===== src/rtl/fsm_request_initiator.sv =====
// fsm_request_initiator: issues wr_en/rd_en pulses to fsm_controller and tracks its state back to IDLE.
// Define FSM_REQ_INITIATOR_CHECK_EN to add the sticky proto_err protocol monitor.
module fsm_request_initiator #(
  parameter logic [2:0] IDLE_CODE = 3'b000,
  parameter int         TIMEOUT   = 16,
  parameter int         CNT_W     = 8
) (
  input  logic             clock,
  input  logic             reset,
  input  logic             enable,
  input  logic             cmd_valid,
  input  logic             cmd_is_read,
  output logic             cmd_ready,
  input  logic [2:0]       ctrl_state,
  output logic             wr_en,
  output logic             rd_en,
  output logic             busy,
  output logic             done,
  output logic             timeout_err,
  output logic [CNT_W-1:0] wr_count,
`ifdef FSM_REQ_INITIATOR_CHECK_EN
  output logic [CNT_W-1:0] rd_count,
  output logic             proto_err
`else
  output logic [CNT_W-1:0] rd_count
`endif
);
  localparam logic [1:0] S_IDLE        = 2'd0;
  localparam logic [1:0] S_ARM         = 2'd1;
  localparam logic [1:0] S_WAIT_LEAVE  = 2'd2;
  localparam logic [1:0] S_WAIT_RETURN = 2'd3;
  logic [1:0] state;
  logic [7:0] tcnt;
  logic       is_read;
  logic       at_idle;
  logic       tmo;
  assign at_idle   = ctrl_state == IDLE_CODE;
  assign tmo       = tcnt == 8'(TIMEOUT - 1);
  assign cmd_ready = state == S_IDLE && enable;
  assign busy      = state != S_IDLE;
  always_ff @(posedge clock or negedge reset) begin
    if (!reset) begin
      state       <= S_IDLE;
      tcnt        <= '0;
      is_read     <= 1'b0;
      wr_en       <= 1'b0;
      rd_en       <= 1'b0;
      done        <= 1'b0;
      timeout_err <= 1'b0;
      wr_count    <= '0;
      rd_count    <= '0;
    end else begin
      wr_en       <= 1'b0;
      rd_en       <= 1'b0;
      done        <= 1'b0;
      timeout_err <= 1'b0;
      case (state)
        S_IDLE:
          if (cmd_valid && cmd_ready) begin
            is_read <= cmd_is_read;
            state   <= S_ARM;
          end
        S_ARM:
          if (at_idle) begin
            wr_en <= !is_read;
            rd_en <= is_read;
            tcnt  <= '0;
            state <= S_WAIT_LEAVE;
          end
        S_WAIT_LEAVE:
          if (!at_idle) begin
            tcnt  <= '0;
            state <= S_WAIT_RETURN;
          end else if (tmo) begin
            timeout_err <= 1'b1;
            state       <= S_IDLE;
          end else tcnt <= tcnt + 8'd1;
        default:
          if (at_idle) begin
            done <= 1'b1;
            if (is_read) rd_count <= rd_count + CNT_W'(1);
            else wr_count <= wr_count + CNT_W'(1);
            state <= S_IDLE;
          end else if (tmo) begin
            timeout_err <= 1'b1;
            state       <= S_IDLE;
          end else tcnt <= tcnt + 8'd1;
      endcase
    end
  end
`ifdef FSM_REQ_INITIATOR_CHECK_EN
  logic [2:0] prev_ctrl;
  // tcnt==0 in S_WAIT_RETURN means the controller was away from IDLE for only one cycle
  always_ff @(posedge clock or negedge reset) begin
    if (!reset) begin
      prev_ctrl <= IDLE_CODE;
      proto_err <= 1'b0;
    end else begin
      prev_ctrl <= ctrl_state;
      if ((state == S_IDLE && ctrl_state != prev_ctrl) || (state == S_WAIT_RETURN && tcnt == 8'd0 && at_idle))
        proto_err <= 1'b1;
    end
  end
`endif
endmodule


===== config.mk =====
export PLATFORM = sky130hd
export DESIGN_NAME = fsm_request_initiator
export DESIGN_NICKNAME = d
export VERILOG_FILES = /design/src/rtl/fsm_request_initiator.sv
export SDC_FILE = /design/constraint.sdc
export NUM_CORES = 1
export LEC_CHECK = 0
export ABC_CLOCK_PERIOD_IN_PS = 3200
export CAP_MARGIN = 25
export CORE_MARGIN = 10
export CORE_UTILIZATION = 33
export DETAILED_ROUTE_END_ITERATION = 6
export PLACE_DENSITY = 0.59
export REMOVE_ABC_BUFFERS = 1
export SLEW_MARGIN = 10
export SYNTH_ARGS = -nofsm -noshare
export SYNTH_HDL_FRONTEND = slang
export SYNTH_SLANG_ARGS = --single-unit

===== constraint.sdc =====
create_clock -name clock -period 3.2 [get_ports clock]
set_input_delay 0.64 -clock clock [delete_from_list [all_inputs] [get_ports clock]]
set_output_delay 0.64 -clock clock [all_outputs]
set_load 0.02 [all_outputs]

==> results of run 1 <==
[kinds of logic (layout without fill, tap and decap cells)]
family                   Yosys count  count (layout)  share of synthesized area [%]
buffers and inverters              9              44                           2.84
AND/OR/NAND/NOR                   55              55                           18.3
flip-flops                        31              31                           48.9
adder cells (fa/ha/maj)            8               8                           6.30
AO/OA/AOI/OAI                     25              25                           13.2
XOR/XNOR                          14              14                           7.72
multiplexers                       4               4                           2.84
[critical path, delay by kind of cell]
family / cells / cell delay, ps
buffers and inverters: 2 / 1070
AND/OR/NAND/NOR: 1 / 140
[stage by stage]
stage | worst slack [ps] | utilization (%) | std cells
finish | 707 | 43.4 | 235
global route | 634 | 43.4 | 235
CTS | 694 | 43.4 | 235
detailed placement | 567 | 41.2 | 228
global placement | 607 | 41.2 | 228
floorplan | 1210 | - | 144
[cell type report]
cell class / count / area share (%)
Sequential cell: 31 / 38.1
Multi-Input combinational cell: 106 / 37.7
Timing Repair Buffer: 30 / 14.6
Clock buffer: 6 / 3.56
Tap cell: 54 / 3.32
Clock inverter: 1 / 1.47
Inverter: 7 / 1.29
[cell usage in the layout (no fill, tap or decap), types with 5 or more instances in the layout]
cell type	instances
dfrtp_1	31
and3_1	7
nor2_1	10
nand2_1	11
xnor2_1	11
clkbuf_8	5
nand3_1	8
ha_1	8
nand4_1	5
a22o_1	5
o21ai_0	5
inv_1	7
clkdlybuf4s50_1	29
[state kept, by name, summed over array words and instances (netlist names), 2 cells and up]
| signal | count |
|---|---|
| state | 2 |
| wr_count | 8 |
| rd_count | 8 |
| tcnt | 8 |
[final timing paths]
check | start | endpoint | slack, ps | cells past startpoint
min reg2reg | wr_count[7]$_DFFE_PN0P_ | wr_count[7]$_DFFE_PN0P_ | 470 | 1
max | enable | cmd_ready | 710 | 3
min in group asynchronous | reset | wr_count[5]$_DFFE_PN0P_ | 770 | 2
max reg2reg | state[0]$_DFFE_PN0P_ | tcnt[7]$_DFFE_PN0P_ | 1050 | 6
max in group asynchronous | reset | state[0]$_DFFE_PN0P_ | 2140 | 2
min | wr_count[7]$_DFFE_PN0P_ | wr_count[7]$_DFFE_PN0P_ | 470 | 1
[power by group through the flow]
stage / combinational, mW / sequential (mW) / clock, mW
final: 0.408 / 0.499 / 0.362
after global routing: 0.456 / 0.507 / 0.392
after CTS: 0.414 / 0.499 / 0.378
after detailed placement: 0.411 / 0.506 / 0
after global placement: 0.396 / 0.502 / 0
after floorplan: 0.264 / 0.506 / 0
[layer usage]
layer	share of wire (%)	up-vias	track usage, %
met5	0	-	0
met4	0.78	0	2.60
met3	8.6	4	4.19
met2	48	41	14.7
met1	42	599	10.6
li1	-	595	-
==> reports/metrics.cfg, run 1 <==
[die]
die_w_um = 89.4
initial_core_util_pct = 33.8
die_h_um = 89.4
core_mm2 = 0.00469
ioPinCount = 30
die_area_mm2 = 0.00799
rows = 25

[finish]
drive_gt1_share_pct = 7.18
seq_area_um2 = 776
n_antenna_cell = 0
stdcell_area_mm2 = 0.00204
multi_input_area_um2 = 767
syn2layout_area_growth_pct = 28.3
fillerInstances = 468
nets = 197

[global_route]
antenna_found_initial = 0
grt_max_degree = 32
grt_pass1_wl_um = 5680
grt_pass1_vias = 1190
track_usage_pct = 9.12
grt_overflow_total = 0

[drt]
first_pass_iters = 5
num_vias = 1239
ant_nets = 0
first_iter_violations = 26
wl_per_cell_um = 14.8
wl_um = 3470
drc = 0
vias_per_cell = 5.27

[pwr]
p_per_area_mw_per_mm2 = 623
switching_share_pct = 33.0
p_sw_uw = 419
p_comb_share_pct = 32.2
finalPower_mw = 1.27
intPower_uw = 849
leakage_nw = 0.920
seqPwrFrac_pct = 39.3
irDropWorstVdd_uv = 413
pwr-share-clk_pct = 28.5

[sta]
clock_skew_ps = 1.50
slew_headroom_pct = 58.8
fmax_ghz = 0.401
finalSetupViolCount = 0
final-max-slew-violation-count = 0
rsz0062_at_grt = false
hold_ws_ps = 465
layout_min_cycle_time_ps = 2490
tightest_slew_ps = 613
fin_crit_sh_pct = 77.9
hold_violations = 0
fin_tns_setup_ps = 0

[clock_tree]
clk_path_buf_depth = 2
cts_hold_buf = 0
cts_tree = done
clkSinkCount = 31
cts_resized = 0
cts.htree.levels = 2
cts_buffers = 5
path_clk_slew_ps = 60
root_buffer = clkbuf_8
clk_latency_ps = 280
postCtsSetupBuffers = 0

[synthesis]
synth.area.top_cells = dfrtp_1 (49%), ha_1 (6.3%), xnor2_1 (6.1%), mux2_2 (2.8%), a22o_1 (2.8%)
synth_common_cells = dfrtp_1 (31), nand2_1 (11), xnor2_1 (11)
synth_warnings = 0
synth_cell_type_count = 31
synth_area_per_cell_um2 = 10.9
synth_edf_count = 0
synth_top_area_share_pct = 48.9
syn-cell-area_mm2 = 0.00159
async_flop_share_pct = 100
ys_ff_latch = 31
synth_ff_type = dfrtp_1
synth_area_leader_cell = dfrtp_1
ys_seq_area_share_pct = 48.9
syn_inst = 146
yosysMostFrequentCell = dfrtp_1

[worst_setup_path]
worstSetupPathType = input port to output port
critPathArrivalTime_ps = 1850
crit_fanout = 2
cpMaxStageDelayCell = clkdlybuf4s50_1
startpoint_type = input port
path_cells = clkdlybuf4s50_1, and2_1, clkdlybuf4s50_1
end_kind = output port
critPathMaxStageDelay_ps = 610
cp_common_cell = clkdlybuf4s50_1
required_ps = 2560

[placed_design]
dpl_cell_area_mm2 = 0.00193
port-buffer-count = 29
gp_congestion = 0.791
dp_hpwl_um = 2730

[run_status]
run_status = complete, no violations

[run]
drv_cap = 0

[hold_path]
min_path_type = register to register

No activity file was read; power rests on OpenSTA's default activity.
==> run 2, diff against run 1 <==
--- a/config.mk
+++ b/config.mk
@@ -5,7 +5,7 @@
 export SDC_FILE = /design/constraint.sdc
 export NUM_CORES = 1
 export LEC_CHECK = 0
-export ABC_CLOCK_PERIOD_IN_PS = 3200
+export ABC_CLOCK_PERIOD_IN_PS = 2610
 export CAP_MARGIN = 25
 export CORE_MARGIN = 10
 export CORE_UTILIZATION = 33
==> constraint.sdc (replaced) <==
create_clock -name clock -period 2.61 [get_ports clock]
set_input_delay 0.522 -clock clock [delete_from_list [all_inputs] [get_ports clock]]
set_output_delay 0.522 -clock clock [all_outputs]
set_load 0.02 [all_outputs]
==> run 2 against run 1 <==
Setup slack worse by 450 ps. Final cell count is 1.7% higher. Combinational power rose by 26%. Flip-flop and latch count is the same. Wire length is 2.5% higher. Total power increased by 22%. Register-to-register slack worse by 560 ps. Clock power increased by 15%. Critical endpoint unchanged. Count of clock-buffer cells in the layout rose by 1. Sequential power is 23% higher.
==> reports/metrics.cfg, run 2 (synthesis results as in run 1) <==
[clock_tree]
path_clk_slew_ps = 70  ; about the same
clk_path_buf_depth = 2  ; unchanged
cts_tree = done
cts_resized = 0  ; unchanged
clkSinkCount = 31  ; unchanged
cts_buffers = 5  ; unchanged
clk_latency_ps = 280  ; about the same
cts_hold_buf = 0  ; unchanged
postCtsSetupBuffers = 0  ; unchanged
cts.htree.levels = 2  ; unchanged
root_buffer = clkbuf_8

[hold_path]
worstHoldPathCells = 1  ; unchanged
min_from = rd_count[7]$_DFFE_PN0P_
min_delay_worst_endpoint = rd_count[7]$_DFFE_PN0P_
min_path_type = register to register

[pwr]
finalPower_mw = 1.54  ; +22%
irDropWorstVdd_uv = 296  ; -28%
p_per_area_mw_per_mm2 = 750  ; +20%
leakage_nw = 0.934  ; +1.6%

[sta]
fin_crit_sh_pct = 90.0
hold_violations = 0  ; unchanged
finalSetupViolCount = 0  ; unchanged
slew_headroom_pct = 58.9  ; +0.15 points
fin_tns_setup_ps = 0  ; unchanged
worst_slack_ps = 261  ; -447 ps
tightest_slew_ps = 611  ; -2.16 ps
rsz0062_at_grt = false
fmax_ghz = 0.426
clock_skew_ps = 4.94  ; +3.44 ps
final-max-slew-violation-count = 0  ; unchanged
layout_min_cycle_time_ps = 2350

[placed_design]
dp_hpwl_um = 2760  ; +1.1%
pre_cts_ws_ps = 104  ; -462 ps
gp_congestion = 0.834  ; +5.5%
port-buffer-count = 29  ; unchanged

[worst_setup_path]
critical_path.top_delay_family = buffers and inverters
worstSetupPathType = register to output port
r2r-end = wr_count[1]$_DFFE_PN0P_
path_cells = inv_1, ha_1, and2_1, clkdlybuf4s50_1
critPathMaxStageDelay_ps = 610  ; about the same
worstRegToRegCells = 4  ; -2
path_buf_inv = 2  ; unchanged
worstReg2RegStart = state[1]$_DFFE_PN0P_
critPathArrivalTime_ps = 1830  ; -20 ps
required_ps = 2090  ; -470 ps
reg2reg_slack_ps = 490  ; -560 ps
crit_fanout = 8  ; +6
cpMaxStageDelayCell = clkdlybuf4s50_1
startpoint_type = register
end_kind = output port

[drt]
first_pass_iters = 4  ; -1
ant_nets = 0  ; unchanged
dr_wl_met2_um = 1740  ; +4.0%
met3_length_um = 255  ; -15%
dr.max_layer_used = met4
wl_per_cell_um = 14.9  ; +0.82%
met1_length_um = 1520  ; +3.3%
vias_per_cell = 5.28  ; about the same
first_iter_violations = 43  ; +65%
wl_um = 3560  ; +2.5%
drc = 0  ; unchanged
num_vias = 1261  ; +1.8%

[global_route]
grt_pass1_vias = 1260  ; +5.9%
track_usage_pct = 9.06  ; -0.060 points
grt_overflow_total = 0  ; unchanged
grt_pass1_wl_um = 5720  ; +0.74%
grt_max_degree = 32  ; unchanged
antenna_found_initial = 0  ; unchanged

[finish]
syn2layout_area_growth_pct = 29.8
final_cell_mix = dfrtp_1 (31), clkdlybuf4s50_1 (29), nand2_1 (11), xnor2_1 (11), nor2_1 (10)
layout_commonest_cell = dfrtp_1
drive_gt1_share_pct = 9.73  ; +2.5 points
nets = 200  ; +1.5%
n_antenna_cell = 0  ; unchanged
top_regs = rd_count (8), tcnt (8), wr_count (8)
fin_util_pct = 43.9  ; +0.51 points

[die]
core_mm2 = 0.00469  ; unchanged
die_area_mm2 = 0.00799  ; unchanged
die_w_um = 89.4  ; unchanged
die_h_um = 89.4  ; unchanged
ioPinCount = 30  ; unchanged
rows = 25  ; unchanged
initial_core_util_pct = 33.8  ; unchanged

[run]
drv_cap = 0  ; unchanged

[run_status]
run_status = complete, no violations

[run 2: routing by layer]
layer | global-route usage (%) | vias up
li1 | - | 601
met1 | 10.1 | 621
met2 | 15.4 | 33
met3 | 3.01 | 6
met4 | 3.90 | 0
met5 | 0 | -
[run 2: final cells by class]
type	instances	area, µm²
repair buffers	33	320
well taps	54	67.6
inverters	7	26.3
clock inverters	1	7.51
clock buffers	7	96.3
flip-flops and latches	31	776
fillers	444	2630
multi-input cells	106	767
[run 2: per-stage QoR]
step           instance area, µm²  cells  hold slack [ps]
2_1_floorplan                1570    144              226
6_report                     2060    239              470
4_1_cts                      2060    239              479
5_1_grt                      2060    239              501
3_3_place_gp                 1960    231              460
3_5_place_dp                 1960    231              466
[run 2: worst max path at each step]
stage | from | end | slack (ps) | cells past startpoint
after floorplan | state[1]$_DFFE_PN0P_ | rd_count[1]$_DFFE_PN0P_ | 700 | 4
after global placement | ctrl_state[1] | wr_count[1]$_DFFE_PN0P_ | 140 | 4
after detailed placement | ctrl_state[1] | tcnt[0]$_DFFE_PN0P_ | 100 | 5
after CTS | state[1]$_DFFE_PN0P_ | cmd_ready | 250 | 4
after global routing | state[1]$_DFFE_PN0P_ | cmd_ready | 140 | 4
final | state[1]$_DFFE_PN0P_ | cmd_ready | 260 | 4
[run 2: power breakdown]
part,switching [mW],internal (mW),total (mW)
clock,0.177,0.240,0.417
combinational,0.277,0.239,0.516
sequential,0.0746,0.537,0.612
==> run 3, diff against run 2 <==
--- a/config.mk
+++ b/config.mk
@@ -12,6 +12,7 @@
 export DETAILED_ROUTE_END_ITERATION = 6
 export PLACE_DENSITY = 0.59
 export REMOVE_ABC_BUFFERS = 1
+export SKIP_LAST_GASP = 1
 export SLEW_MARGIN = 10
 export SYNTH_ARGS = -nofsm -noshare
 export SYNTH_HDL_FRONTEND = slang
==> results of run 3 <==
The final DEF is identical to that of run 2; final timing and power are the same.
